`src/rtl/ysyx_23060171_idu_ctrl.sv`:
```
// Decode-stage controller: single-entry stage between IFU and EXU with opcode
// decode (immediate select / illegal) and saturating stall/retire counters.
module ysyx_23060171_idu_ctrl #(
  parameter int XLEN     = 32,
  parameter bit ALLOW_SB = 1'b1
) (
  input  logic            clk,
  input  logic            rst,
  input  logic            in_valid,
  output logic            in_ready,
  input  logic [31:0]     in_inst,
  input  logic [XLEN-1:0] in_pc,
  input  logic            flush,
  output logic            out_valid,
  input  logic            out_ready,
  output logic [31:0]     out_inst,
  output logic [XLEN-1:0] out_pc,
  output logic [2:0]      immtype,
  output logic            illegal,
  output logic [XLEN-1:0] stall_cnt,
  output logic [XLEN-1:0] retire_cnt
);

  typedef enum logic {EMPTY = 1'b0, FULL = 1'b1} state_t;

  localparam logic [31:0] NOP = 32'h0000_0013;

  state_t            state, state_nxt;
  logic              accept, fire, stall;
  logic [31:0]       inst_p0;
  logic [XLEN-1:0]   pc_p0;
  logic [2:0]        immtype_p0;
  logic              illegal_p0;
  logic [3:0]        dec;

  // Returns {illegal, immtype}; an illegal decode always reports immtype I.
  function automatic logic [3:0] decode(input logic [6:0] opcode);
    logic [3:0] r;
    unique case (opcode)
      7'b0010011, 7'b0000011,
      7'b1100111, 7'b1110011: r = 4'b0_000;
      7'b0110111, 7'b0010111: r = 4'b0_001;
      7'b1101111:             r = 4'b0_010;
      7'b0100011:             r = ALLOW_SB ? 4'b0_011 : 4'b1_000;
      7'b1100011:             r = ALLOW_SB ? 4'b0_100 : 4'b1_000;
      default:                r = 4'b1_000;
    endcase
    return r;
  endfunction

  function automatic logic [XLEN-1:0] sat_inc(input logic [XLEN-1:0] v);
    return (&v) ? v : v + {{(XLEN-1){1'b0}}, 1'b1};
  endfunction

  always_comb begin
    out_valid = (state == FULL);
    in_ready  = (state == EMPTY) | (out_ready & ~flush);
    fire      = out_valid & out_ready;
    stall     = out_valid & ~out_ready;
    accept    = in_valid & in_ready & ~flush;
    dec       = decode(in_inst[6:0]);
    state_nxt = state;
    if (flush)       state_nxt = EMPTY;
    else if (accept) state_nxt = FULL;
    else if (fire)   state_nxt = EMPTY;
  end

  // Stage p0: held instruction, decode results and counters.
  always_ff @(posedge clk) begin
    if (rst) begin
      state      <= EMPTY;
      inst_p0    <= NOP;
      pc_p0      <= '0;
      immtype_p0 <= 3'b000;
      illegal_p0 <= 1'b0;
      stall_cnt  <= '0;
      retire_cnt <= '0;
    end else begin
      state <= state_nxt;
      if (accept) begin
        inst_p0    <= in_inst;
        pc_p0      <= in_pc;
        immtype_p0 <= dec[2:0];
        illegal_p0 <= dec[3];
      end
      if (stall) stall_cnt  <= sat_inc(stall_cnt);
      if (fire)  retire_cnt <= sat_inc(retire_cnt);
    end
  end

  assign out_inst = inst_p0;
  assign out_pc   = pc_p0;
  assign immtype  = immtype_p0;
  assign illegal  = illegal_p0;

endmodule

```
`config.mk`:
```
export PLATFORM = sky130hd
export DESIGN_NAME = ysyx_23060171_idu_ctrl
export DESIGN_NICKNAME = d
export VERILOG_FILES = /design/src/rtl/ysyx_23060171_idu_ctrl.sv
export SDC_FILE = /design/constraint.sdc
export NUM_CORES = 1
export LEC_CHECK = 0
export ABC_AREA = 1
export BUFFER_PORTS_ARGS = -buffer_cell sky130_fd_sc_hd__buf_2
export CORE_MARGIN = 4
export CORE_UTILIZATION = 25
export CTS_BUF_LIST = sky130_fd_sc_hd__clkbuf_4 sky130_fd_sc_hd__clkbuf_8
export CTS_CLUSTER_SIZE = 10
export DETAILED_ROUTE_END_ITERATION = 7
export PLACE_DENSITY = 0.51
export SLEW_MARGIN = 20
export SYNTH_ARGS = -nofsm -noshare
export SYNTH_HDL_FRONTEND = slang
export SYNTH_SLANG_ARGS = --single-unit
```
`constraint.sdc`:
```
create_clock -name clk -period 4.02 [get_ports clk]
set_input_delay 1.206 -clock clk [delete_from_list [all_inputs] [get_ports clk]]
set_output_delay 1.206 -clock clk [all_outputs]
set_load 0.01 [all_outputs]
```
==> metrics.md, run 1 <==
| Metric | Value |
|---|---|
| # diodes | `0` |
| Fillers | `2919` |
| Avg Inst Size Synth | `6.695 um2` |
| Worst setup margin | `1.208 ns` |
| Dominant cell type by area after synthesis | `dfxtp_1` |
| Initial DRC count | `308` |
| Area Growth Syn to Fin | `25.17%` |
| Hold path endpoint | `out_inst[0]` |
| Die area | `29100 um2` |
| # IOs | `203` |
| Clock Path Buffers | `2` |
| Final Hold Viols | `0` |
| Hold_sp | `out_inst[0]` |
| Netlist cell types | `31` |
| Required @ worst endpoint | `2.81 ns` |
| RSZ-0062 raised after global routing | `false` |
| Arr. time, crit path | `1.61 ns` |
| Synth top area share | `40.30%` |
| Initial Util | `25.36%` |
| Final WL | `20060 um` |
| Post-synth ARST share | `0%` |
| Vias | `6634` |
| Die H | `170.6 um` |
| Tcrit/Tclk final | `69.94%` |
| Total negative slack | `0 ns` |
| CP peak stage delay | `0.15 ns` |
| CTS tree | `built` |
| Sequential area share after synthesis | `40.30%` |
| Reg-to-Reg Start | `retire_cnt[0]` |
| Hold path depth | `2` |
| Post-synth EDFFs | `0` |
| CTS Sinks | `133` |
| YS warnings | `0` |
| Crit Path Max Fanout | `2` |
| Most common cell in the netlist | `nand2_1` |
| Latest clock arrival within the worst-skew pair | `0.45 ns` |
| First-pass GRT wire length | `31520 um` |
| Critical path's slowest cell | `buf_2` |
| Core Area | `26060 um2` |
| Share of cells above drive strength 1 | `25.38%` |
| Max-slew headroom | `46.50%` |
| Post-route ant nets | `0` |
| Crit-path cells | `buf_2 > inv_1 > o21ai_0 > buf_2` |
| WP buf/inv | `3` |
| Antenna violations before repair | `0` |
| Final setup viols | `0` |
| Reg clk slew, reported paths | `0.08 ns` |
| R2R Setup Slk | `1.89 ns` |
| Row cnt | `59` |
| Final Wtd Congestion | `0.8047` |
| CP startpoint kind | `input pin` |
| Worst r2r dst | `retire_cnt[12]` |
| Die Width | `170.6 um` |
| VDD IR-drop max | `0.0001896 V` |
| Max Clock Skew | `0.02093 ns` |
| Cts bufs inserted | `17` |
| Root Driver | `clkbuf_8` |
| Max Freq | `0.3557 GHz` |
| Synthesized flop and latch total | `133` |
| DR pass1 iterations | `5` |
| Number of cells on the worst reg-to-reg path | `10` |
| Top cell by count, worst path | `buf_2` |
| Most frequent cells after synthesis | `258 x nand2_1, 246 x nor2_1, 133 x dfxtp_1, 66 x o21ai_0, 59 x inv_1` |
| Syn_nets | `1058` |
| Gate Count Post-Synth | `987` |
| Largest net degree at the start of global routing | `83` |
| Run status | `complete, no violations` |
| H-tree Lvls | `4` |
| Worst-margin pin slew | `0.8025 ns` |
| Nets | `1248` |
| Family with the most delay on the worst path | `buffers and inverters` |
| GRT Residual Overflow | `0` |
| P per Cell Area | `332.6 nW/um2` |
| # port buffers | `202` |
| Worst setup EP type | `primary output` |
| CP Class | `input pin to primary output` |
| Final slew viol count | `0` |
| Static Leak | `0.003618 uW` |
| Vias per cell | `4.350` |
| Hold slack final | `0.4801 ns` |
| Post-CTS resize count | `0` |
| MaxCap Viol Count | `0` |
| Period minus WS final | `2.812 ns` |
| Hold Crit Class | `flop to flop` |
| Setup Buffers After CTS | `0` |
| Cts hold-fix bufs | `0` |
| Post-DP HPWL | `14600 um` |
| Top_reg_cell synth | `dfxtp_1` |
| Avg WL per Cell | `13.16 um` |
| Synth top area cells | `dfxtp_1 40%, nand2_1 15%, nor2_1 14%` |
| Cell area after synthesis | `6608 um2` |
| GRT Util Overall | `13.45%` |
| Vias in the first global route | `6119` |
| DP Worst Slack | `1.215 ns` |
| Drc violations | `0` |
[through the flow]
step | utilization (%) | cells | cell area, um2 | total power (uW)
global placement | 30.23 | 1493 | 7879 | 1652
global route | 31.74 | 1525 | 8270 | 2894
CTS | 31.74 | 1525 | 8270 | 2810
detailed placement | 30.23 | 1493 | 7879 | 1653
finish | 31.74 | 1525 | 8270 | 2751
floorplan | - | 987 | 6608 | 1544
[final cells by class]
cell class	instances	area [um2]	share of cell area (%)
Clock buffer	17	234.0	2.829
Clock inverter	15	157.7	1.906
Inverter	64	242.7	2.935
Sequential cell	133	2663	32.19
Multi-Input combinational cell	754	3506	42.39
Timing Repair Buffer	207	1049	12.68
Tap cell	335	419.2	5.068
[how the worst max path moves through the flow]
stage                to      start  slack [ns]  cells past startpoint
2_1_floorplan  in_ready  out_ready        1.31                      2
3_5_place_dp   in_ready      flush        1.22                      3
5_1_grt        in_ready  out_ready        1.14                      4
3_3_place_gp   in_ready  out_ready        1.19                      4
6_report       in_ready  out_ready        1.21                      4
4_1_cts        in_ready  out_ready        1.20                      4
[routing by layer]
layer / up-vias / global-route usage (%) / share of wire, % / wire, um
met5: - / 0 / 0 / 0
met4: 0 / 3.785 / 1.1 / 227
met3: 14 / 4.621 / 7.1 / 1419
met2: 156 / 21.96 / 46 / 9210
met1: 2985 / 16.95 / 46 / 9207
li1: 3479 / - / - / -
[worst reg2reg max path, cell delays in order (launching register included)]
cell     delay, ns
dfxtp_1       0.43
ha_1          0.25
nand2_2       0.09
nor2_4        0.13
nand2_4       0.10
nor2_8        0.17
nand2_4       0.10
nand2_4       0.27
inv_2         0.25
nand2_1       0.15
a21oi_1       0.06
[placed cells by master (no fill, tap or decap), drive strengths merged]
cell type    n
a211oi       1
a21oi       52
a31oi        1
buf        207
clkbuf      17
clkinv       5
clkinvlp     1
dfxtp      133
ha           2
inv         73
nand2      285
nand3       45
nand4        7
nor2       257
nor3         3
nor3b        1
o211ai       2
o21a         1
o21ai       66
xnor2       10
xor2        21
[state kept, by name, summed over array words and instances (netlist names)]
signal,flops
out_pc,32
out_inst,32
illegal,1
out_valid,1
immtype,3
stall_cnt,32
retire_cnt,32
[power by group]
part | switching [uW] | internal (uW)
Combinational | 144 | 90.7
Sequential | 21.9 | 1360
Clock | 663 | 469
[kinds of logic (layout without fill, tap and decap cells)]
family / Yosys count / after routing / synth area share [%]
XOR/XNOR: 31 / 31 / 4.109
flip-flops: 133 / 133 / 40.30
AND/OR/NAND/NOR: 598 / 598 / 37.87
buffers and inverters: 100 / 303 / 6.722
AO/OA/AOI/OAI: 123 / 123 / 10.62
adder cells (fa/ha/maj): 2 / 2 / 0.3787
Note: power is estimated with default switching activity, not from simulation.
==> inputs of run 2 (changes only) <==
Settings changed: PLACE_DENSITY 0.51 to 0.52.
Clock period 4.02 ns to 2.4 ns, I/O delays scaled along.
==> run 2 against run 1 <==
Cell area increased by 1.7%. Total power increased by 72%. Largest power group unchanged. Clock skew decreased by 0.0030 ns. Sequential share of layout area decreased by 0.55 points. Critical path type is now flop to flop. Global-route usage increased by 0.44 points. Critical endpoint is now retire_cnt[15]. Hold slack got worse by 0.0054 ns. Cell count increased by 0.72%. Sequential power increased by 68%. Sequential cell count unchanged. Wire length increased by 2.2%. Die area unchanged. Critical path depth increased by 6.
==> metrics.md, run 2 (synthesis results as in run 1) <==
| Metric | Value |
|---|---|
| CTS tree | `built` |
| Crit-path cells | `ha_1 > nand2_2 > nor2_4 > nand2_4 > nor2_8 > nand2_4 > nand2_4 > inv_2 > nand2_1 > a21oi_1` |
| Arr. time, crit path | `2.31 ns (+0.70 ns)` |
| Antenna violations before repair | `0 (unchanged)` |
| Fillers | `2905 (-0.48%)` |
| Post-route ant nets | `0 (unchanged)` |
| Critical path's slowest cell | `dfxtp_1` |
| H-tree Lvls | `4 (unchanged)` |
| CTS Sinks | `133 (unchanged)` |
| Final Hold Viols | `0 (unchanged)` |
| Latest clock arrival within the worst-skew pair | `0.44 ns (about the same)` |
| CP peak stage delay | `0.42 ns (+0.27 ns)` |
| Worst setup EP type | `flop` |
| # port buffers | `202 (unchanged)` |
| P per Cell Area | `562.0 nW/um2 (+69%)` |
| Final WL | `20510 um (+2.2%)` |
| CP startpoint kind | `flop` |
| Most frequent cells in the layout | `258 x nand2_1, 246 x nor2_1, 202 x buf_2` |
| # IOs | `203 (unchanged)` |
| Largest net degree at the start of global routing | `83 (unchanged)` |
| Avg WL per Cell | `13.36 um (+1.5%)` |
| Final slew viol count | `0 (unchanged)` |
| Total Power Consumption | `4728 uW (+72%)` |
| Initial Util | `25.36% (unchanged)` |
| Drc violations | `0 (unchanged)` |
| Max Clock Skew | `0.01792 ns (-0.003003 ns)` |
| VDD IR-drop max | `0.0003481 V (+84%)` |
| Clock Path Buffers | `2 (unchanged)` |
| Reg clk slew, reported paths | `0.09 ns (about the same)` |
| Tcrit/Tclk final | `82.66%` |
| RSZ-0062 raised after global routing | `false` |
| Top cell by count, worst path | `nand2_4` |
| Final std cell area, no fill | `8413 um2 (+1.7%)` |
| Setup Buffers After CTS | `0 (unchanged)` |
| Final core occ | `32.29% (+0.55 points)` |
| DR pass1 iterations | `4 (-1)` |
| Die Width | `170.6 um (unchanged)` |
| Root Driver | `clkbuf_8` |
| Max-slew headroom | `74.46% (+28 points)` |
| Final setup viols | `0 (unchanged)` |
| Commonest non-fill, non-tap cell in the layout | `nand2_1` |
| Required @ worst endpoint | `2.72 ns (-0.09 ns)` |
| Hold Crit Class | `flop to flop` |
| Cts bufs inserted | `17 (unchanged)` |
| Core Area | `26060 um2 (unchanged)` |
| Max Freq | `0.5041 GHz` |
| Dpl cell area | `7999 um2 (+1.5%)` |
| Worst-margin pin slew | `0.3825 ns (-0.4201 ns)` |
| Row cnt | `59 (unchanged)` |
| Final Wtd Congestion | `0.8579 (+6.6%)` |
| Area Growth Syn to Fin | `27.32%` |
| MaxCap Viol Count | `0 (unchanged)` |
| Period minus WS final | `1.984 ns` |
| Static Leak | `0.003695 uW (+2.1%)` |
| # diodes | `0 (unchanged)` |
| GRT Residual Overflow | `0 (unchanged)` |
| Die H | `170.6 um (unchanged)` |
| Crit Path Max Fanout | `21 (+19)` |
| WP buf/inv | `1 (-2)` |
| Run status | `complete, no violations` |
| CP Class | `flop to flop` |
| Nets | `1259 (+0.88%)` |
| Cts hold-fix bufs | `0 (unchanged)` |
| Share of cells above drive strength 1 | `26.06% (+0.68 points)` |
| Family with the most delay on the worst path | `simple AND/OR/NAND/NOR gates` |
| Vias per cell | `4.343 (-0.16%)` |
| Post-DP HPWL | `15220 um (+4.2%)` |
| GRT Util Overall | `13.89% (+0.44 points)` |
| Die area | `29100 um2 (unchanged)` |
| Initial DRC count | `342 (+11%)` |
| Total negative slack | `0 ns (unchanged)` |
| Vias in the first global route | `6348 (+3.7%)` |
| Vias | `6671 (+0.56%)` |
| First-pass GRT wire length | `32710 um (+3.8%)` |
| Post-CTS resize count | `0 (unchanged)` |
## run 2: stage by stage
step / setup WS, ns / instances / hold slack (ns)
6_report: 0.4161 / 1536 / 0.4747
5_1_grt: 0.2320 / 1536 / 0.4640
3_5_place_dp: 0.3538 / 1504 / 0.4563
2_1_floorplan: 0.6581 / 987 / 0.4880
3_3_place_gp: 0.3694 / 1504 / 0.4492
4_1_cts: 0.3879 / 1536 / 0.4724
## run 2: layer usage
layer	global-route usage [%]	vias to the layer above	wire, um
li1	-	3490	-
met1	17.02	2999	9042
met2	23.76	168	9904
met3	4.482	14	1313
met4	3.299	0	253
met5	0	-	0
## run 2: worst paths after layout
check                              startpoint             end  slack, ns  cells after the start
worst max-delay path            retire_cnt[0]  retire_cnt[15]       0.42                     10
worst min register to register    out_inst[4]     out_inst[4]       0.47                      2
worst min-delay path              out_inst[4]     out_inst[4]       0.47                      2
worst max register to register  retire_cnt[0]  retire_cnt[15]       0.42                     10
## run 2: where the power goes
part	switching (uW)	internal, uW	leakage, uW	total (uW)
registers	36.9	2280	0.00108	2320
logic	243	161	0.00241	404
clock network	1120	891	0.000205	2010
## run 2: layout make-up
cell class | instances | area [um2] | area share, %
Clock buffer | 17 | 234.0 | 2.781
Clock inverter | 15 | 180.2 | 2.142
Inverter | 64 | 242.7 | 2.885
Multi-Input combinational cell | 754 | 3506 | 41.67
Sequential cell | 133 | 2663 | 31.65
Tap cell | 335 | 419.2 | 4.982
Timing Repair Buffer | 218 | 1169 | 13.89
## run 2: worst register-to-register path, cell delays in order (launching register included)
cell and delay [ns]:
dfxtp_1 0.42, ha_1 0.25, nand2_2 0.09, nor2_4 0.14, nand2_4 0.10, nor2_8 0.17
nand2_4 0.10, nand2_4 0.19, inv_2 0.22, nand2_1 0.13, a21oi_1 0.07
==> inputs of run 3 (changes only) <==
Settings changed: ABC_AREA 1 to 0, PLACE_DENSITY 0.52 to 0.53.
Clock period 2.4 ns to 1.63 ns, I/O delays scaled along.
==> run 3 against run 2 <==
The flow now finishes with violations (setup timing). Synthesized cell count decreased by 28%. Wire length increased by 2.6%. Setup slack got worse by 0.79 ns. First-iteration DRC count decreased by 14%. Sequential share of layout area decreased by 4.2 points. Critical endpoint is now retire_cnt[29].
==> metrics.md, run 3 <==
| Metric | Value |
|---|---|
| Run status | `complete, but fails checks` |
| Failing checks | `setup timing` |
| Dominant cell type by area after synthesis | `dfxtp_1` |
| Share of cells above drive strength 1 | `53.44% (+27 points)` |
| Cts hold-fix bufs | `0 (unchanged)` |
| Cts bufs inserted | `17 (unchanged)` |
| Hold path endpoint | `out_inst[16]` |
| Crit Path Max Fanout | `8 (-62%)` |
| # diodes | `0 (unchanged)` |
| Hold Crit Class | `input pin to flop` |
| Post-synth EDFFs | `0 (unchanged)` |
| H-tree Lvls | `4 (unchanged)` |
| Die Width | `159.7 um (-6.4%)` |
| Syn_nets | `784 (-26%)` |
| Post-DP HPWL | `14500 um (-4.7%)` |
| Crit-path cells | `nand4_4 > or3_4 > or4_4 > or3_4 > a21oi_2` |
| Final Hold Viols | `0 (unchanged)` |
| Final WL | `21050 um (+2.6%)` |
| Final std cell area, no fill | `10110 um2 (+20%)` |
| Netlist cell types | `48 (+55%)` |
| YS warnings | `0 (unchanged)` |
| # placed instances | `1314 (-13%)` |
| Avg WL per Cell | `15.13 um (+13%)` |
| Top_reg_cell synth | `dfxtp_1` |
| MaxCap Viol Count | `0 (unchanged)` |
| Nets | `1164 (-7.5%)` |
| First-pass GRT wire length | `32790 um (+0.25%)` |
| Post-synth ARST share | `0% (unchanged)` |
| Root Driver | `clkbuf_8` |
| Most common cell in the netlist | `nand2_1` |
| Die area | `25500 um2 (-12%)` |
| GR Layer Usage met3 | `4.026% (-0.46 points)` |
| R2R Setup Slk | `-0.37 ns (-0.79 ns)` |
| Vias | `6536 (-2.0%)` |
| Max-slew headroom | `64.70% (-9.8 points)` |
| RSZ-0062 raised after global routing | `true` |
| CTS tree | `built` |
| GRT Util Overall | `15.69% (+1.8 points)` |
| Worst setup margin | `-0.3749 ns (-0.7910 ns)` |
| Total negative slack | `-9.700 ns (-9.700 ns)` |
| Final slew viol count | `0 (unchanged)` |
| Latest clock arrival within the worst-skew pair | `0.44 ns (about the same)` |
| Required @ worst endpoint | `2.00 ns (-0.72 ns)` |
| Antenna violations before repair | `0 (unchanged)` |
| Synth top area share | `46.29% (+6.0 points)` |
| Vias per cell | `4.699 (+8.2%)` |
| Worst-margin pin slew | `0.5275 ns (+0.1450 ns)` |
| Post-route ant nets | `0 (unchanged)` |
| Final Wtd Congestion | `0.7781 (-9.3%)` |
| Most frequent cells in the layout | `196 x buf_2, 154 x nand2_1, 146 x buf_4` |
| Most frequent cells after synthesis | `161 x nand2_1, 133 x dfxtp_1, 93 x a21oi_1, 43 x nor2_1, 36 x clkbuf_1` |
| Arr. time, crit path | `2.38 ns (+0.07 ns)` |
| Cell area after synthesis | `5752 um2 (-13%)` |
| Largest net degree at the start of global routing | `77 (-7.2%)` |
| CP peak stage delay | `0.60 ns (+0.18 ns)` |
| Synth top area cells | `dfxtp_1 46%, nand2_1 11%, a21oi_1 8.1%` |
| Grt met2 use | `26.61% (+2.8 points)` |
| Vias in the first global route | `6310 (-0.60%)` |
| Number of cells on the worst reg-to-reg path | `5 (-5)` |
| Hold slack final | `0.2734 ns (-0.2013 ns)` |
| GRT met1 Usage | `19.92% (+2.9 points)` |
| Synthesized flop and latch total | `133 (unchanged)` |
| Gr busiest metal | `met2` |
| Period minus WS final | `2.005 ns (+0.02101 ns)` |
| Reg-to-Reg Start | `retire_cnt[5]` |
| Sequential area share after synthesis | `46.29% (+6.0 points)` |
| Core Area | `22640 um2 (-13%)` |
| Worst r2r dst | `retire_cnt[29]` |
| GRT Residual Overflow | `0 (unchanged)` |
| Reg clk slew, reported paths | `0.09 ns (about the same)` |
| Final setup viols | `62 (+62)` |
| Non-filler instance count after layout | `1391 (-9.4%)` |
| Drc violations | `0 (unchanged)` |
| Hold_sp | `in_inst[16]` |
| CTS Sinks | `133 (unchanged)` |
| Top cell by count, worst path | `or3_4` |
| P per Cell Area | `681.4 nW/um2 (+21%)` |
| Max Clock Skew | `0.01365 ns (-0.004277 ns)` |
| Final core occ | `44.67% (+12 points)` |
| Critical path's slowest cell | `or4_4` |
| Static Leak | `0.004356 uW (+18%)` |
| Clock Path Buffers | `2 (unchanged)` |
| # port buffers | `202 (unchanged)` |
| Area Growth Syn to Fin | `75.83%` |
| # IOs | `203 (unchanged)` |
| Dpl cell area | `8652 um2 (+8.2%)` |
| CP Class | `flop to flop` |
| DR pass1 iterations | `4 (unchanged)` |
| Initial DRC count | `294 (-14%)` |
| Initial Util | `25.40% (+0.048 points)` |
| Max Freq | `0.4988 GHz (-1.0%)` |
| Die H | `159.7 um (-6.4%)` |
| Commonest non-fill, non-tap cell in the layout | `buf_2` |
| CP startpoint kind | `flop` |
| Hold path depth | `3 (+1)` |
| Row cnt | `55 (-6.8%)` |
| Gate Count Post-Synth | `713 (-28%)` |
| Worst setup EP type | `flop` |
| Avg Inst Size Synth | `8.067 um2 (+20%)` |
| VDD IR-drop max | `0.0004523 V (+30%)` |
| Tcrit/Tclk final | `123.0% (+40 points)` |
==> run 3: cell families (layout without fill, tap and decap cells) <==
family / after synthesis / in the layout / share of synthesized area [%]
muxes: 7 / 7 / 1.349
adders and majority gates: 2 / 2 / 0.4350
buffers and inverters: 50 / 442 / 3.328
DFF: 133 / 133 / 46.29
and+or+nand+nor: 339 / 339 / 28.65
AOI/OAI and AO/OA: 155 / 156 / 15.84
xor gates and xnor gates: 27 / 27 / 4.111
==> run 3: final cells by class <==
| type | instances | area (um2) |
|---|---|---|
| multi-input combinational | 531 | 3635 |
| inverter | 9 | 33.78 |
| fill | 2257 | 12530 |
| sequential | 133 | 2779 |
| clock inverter | 15 | 170.2 |
| timing repair buffer | 401 | 2905 |
| tap | 285 | 356.6 |
| clock buffer | 17 | 234.0 |
==> run 3: critical path, delay by kind of cell (launching register included) <==
| family | cells | cell delay, ns |
|---|---|---|
| AOI/OAI and AO/OA | 1 | 0.12 |
| DFF | 1 | 0.36 |
| and+or+nand+nor | 4 | 1.47 |
==> run 3: how the worst max path moves through the flow <==
stage | from | end
floorplan | retire_cnt[5] | retire_cnt[29]
global placement | out_ready | retire_cnt[29]
detailed placement | out_ready | retire_cnt[29]
CTS | retire_cnt[5] | retire_cnt[29]
global route | retire_cnt[5] | retire_cnt[29]
finish | retire_cnt[5] | retire_cnt[29]
==> run 3: per-layer routing <==
metal,routed length [um],vias up
met5,0,-
met4,196,0
met3,1066,12
met2,10320,145
met1,9470,3093
li1,-,3286
==> run 3: what timing repair did <==
action / 4_1_cts / 5_1_grt
pin swaps: 56 / 41
buffers inserted: 23 / 18
gates resized for setup: 76 / 80
setup endpoints to repair: 121 / 138
cloned: 4 / 3
hold endpoints to repair: 0 / 0
==> run 3: report_power, final <==
group          leakage [uW]  switching (uW)  internal, uW
sequential          0.00111            40.4          3290
clock              0.000196            1500          1400
combinational       0.00305             343           311
total               0.00436            1890          5000
==> run 3: metrics by stage <==
stage	total power [uW]	setup WS, ns
floorplan	3666	-0.3271
global placement	3963	-0.5950
detailed placement	3970	-0.6271
CTS	6957	-0.3284
global route	7209	-0.4172
finish	6891	-0.3749
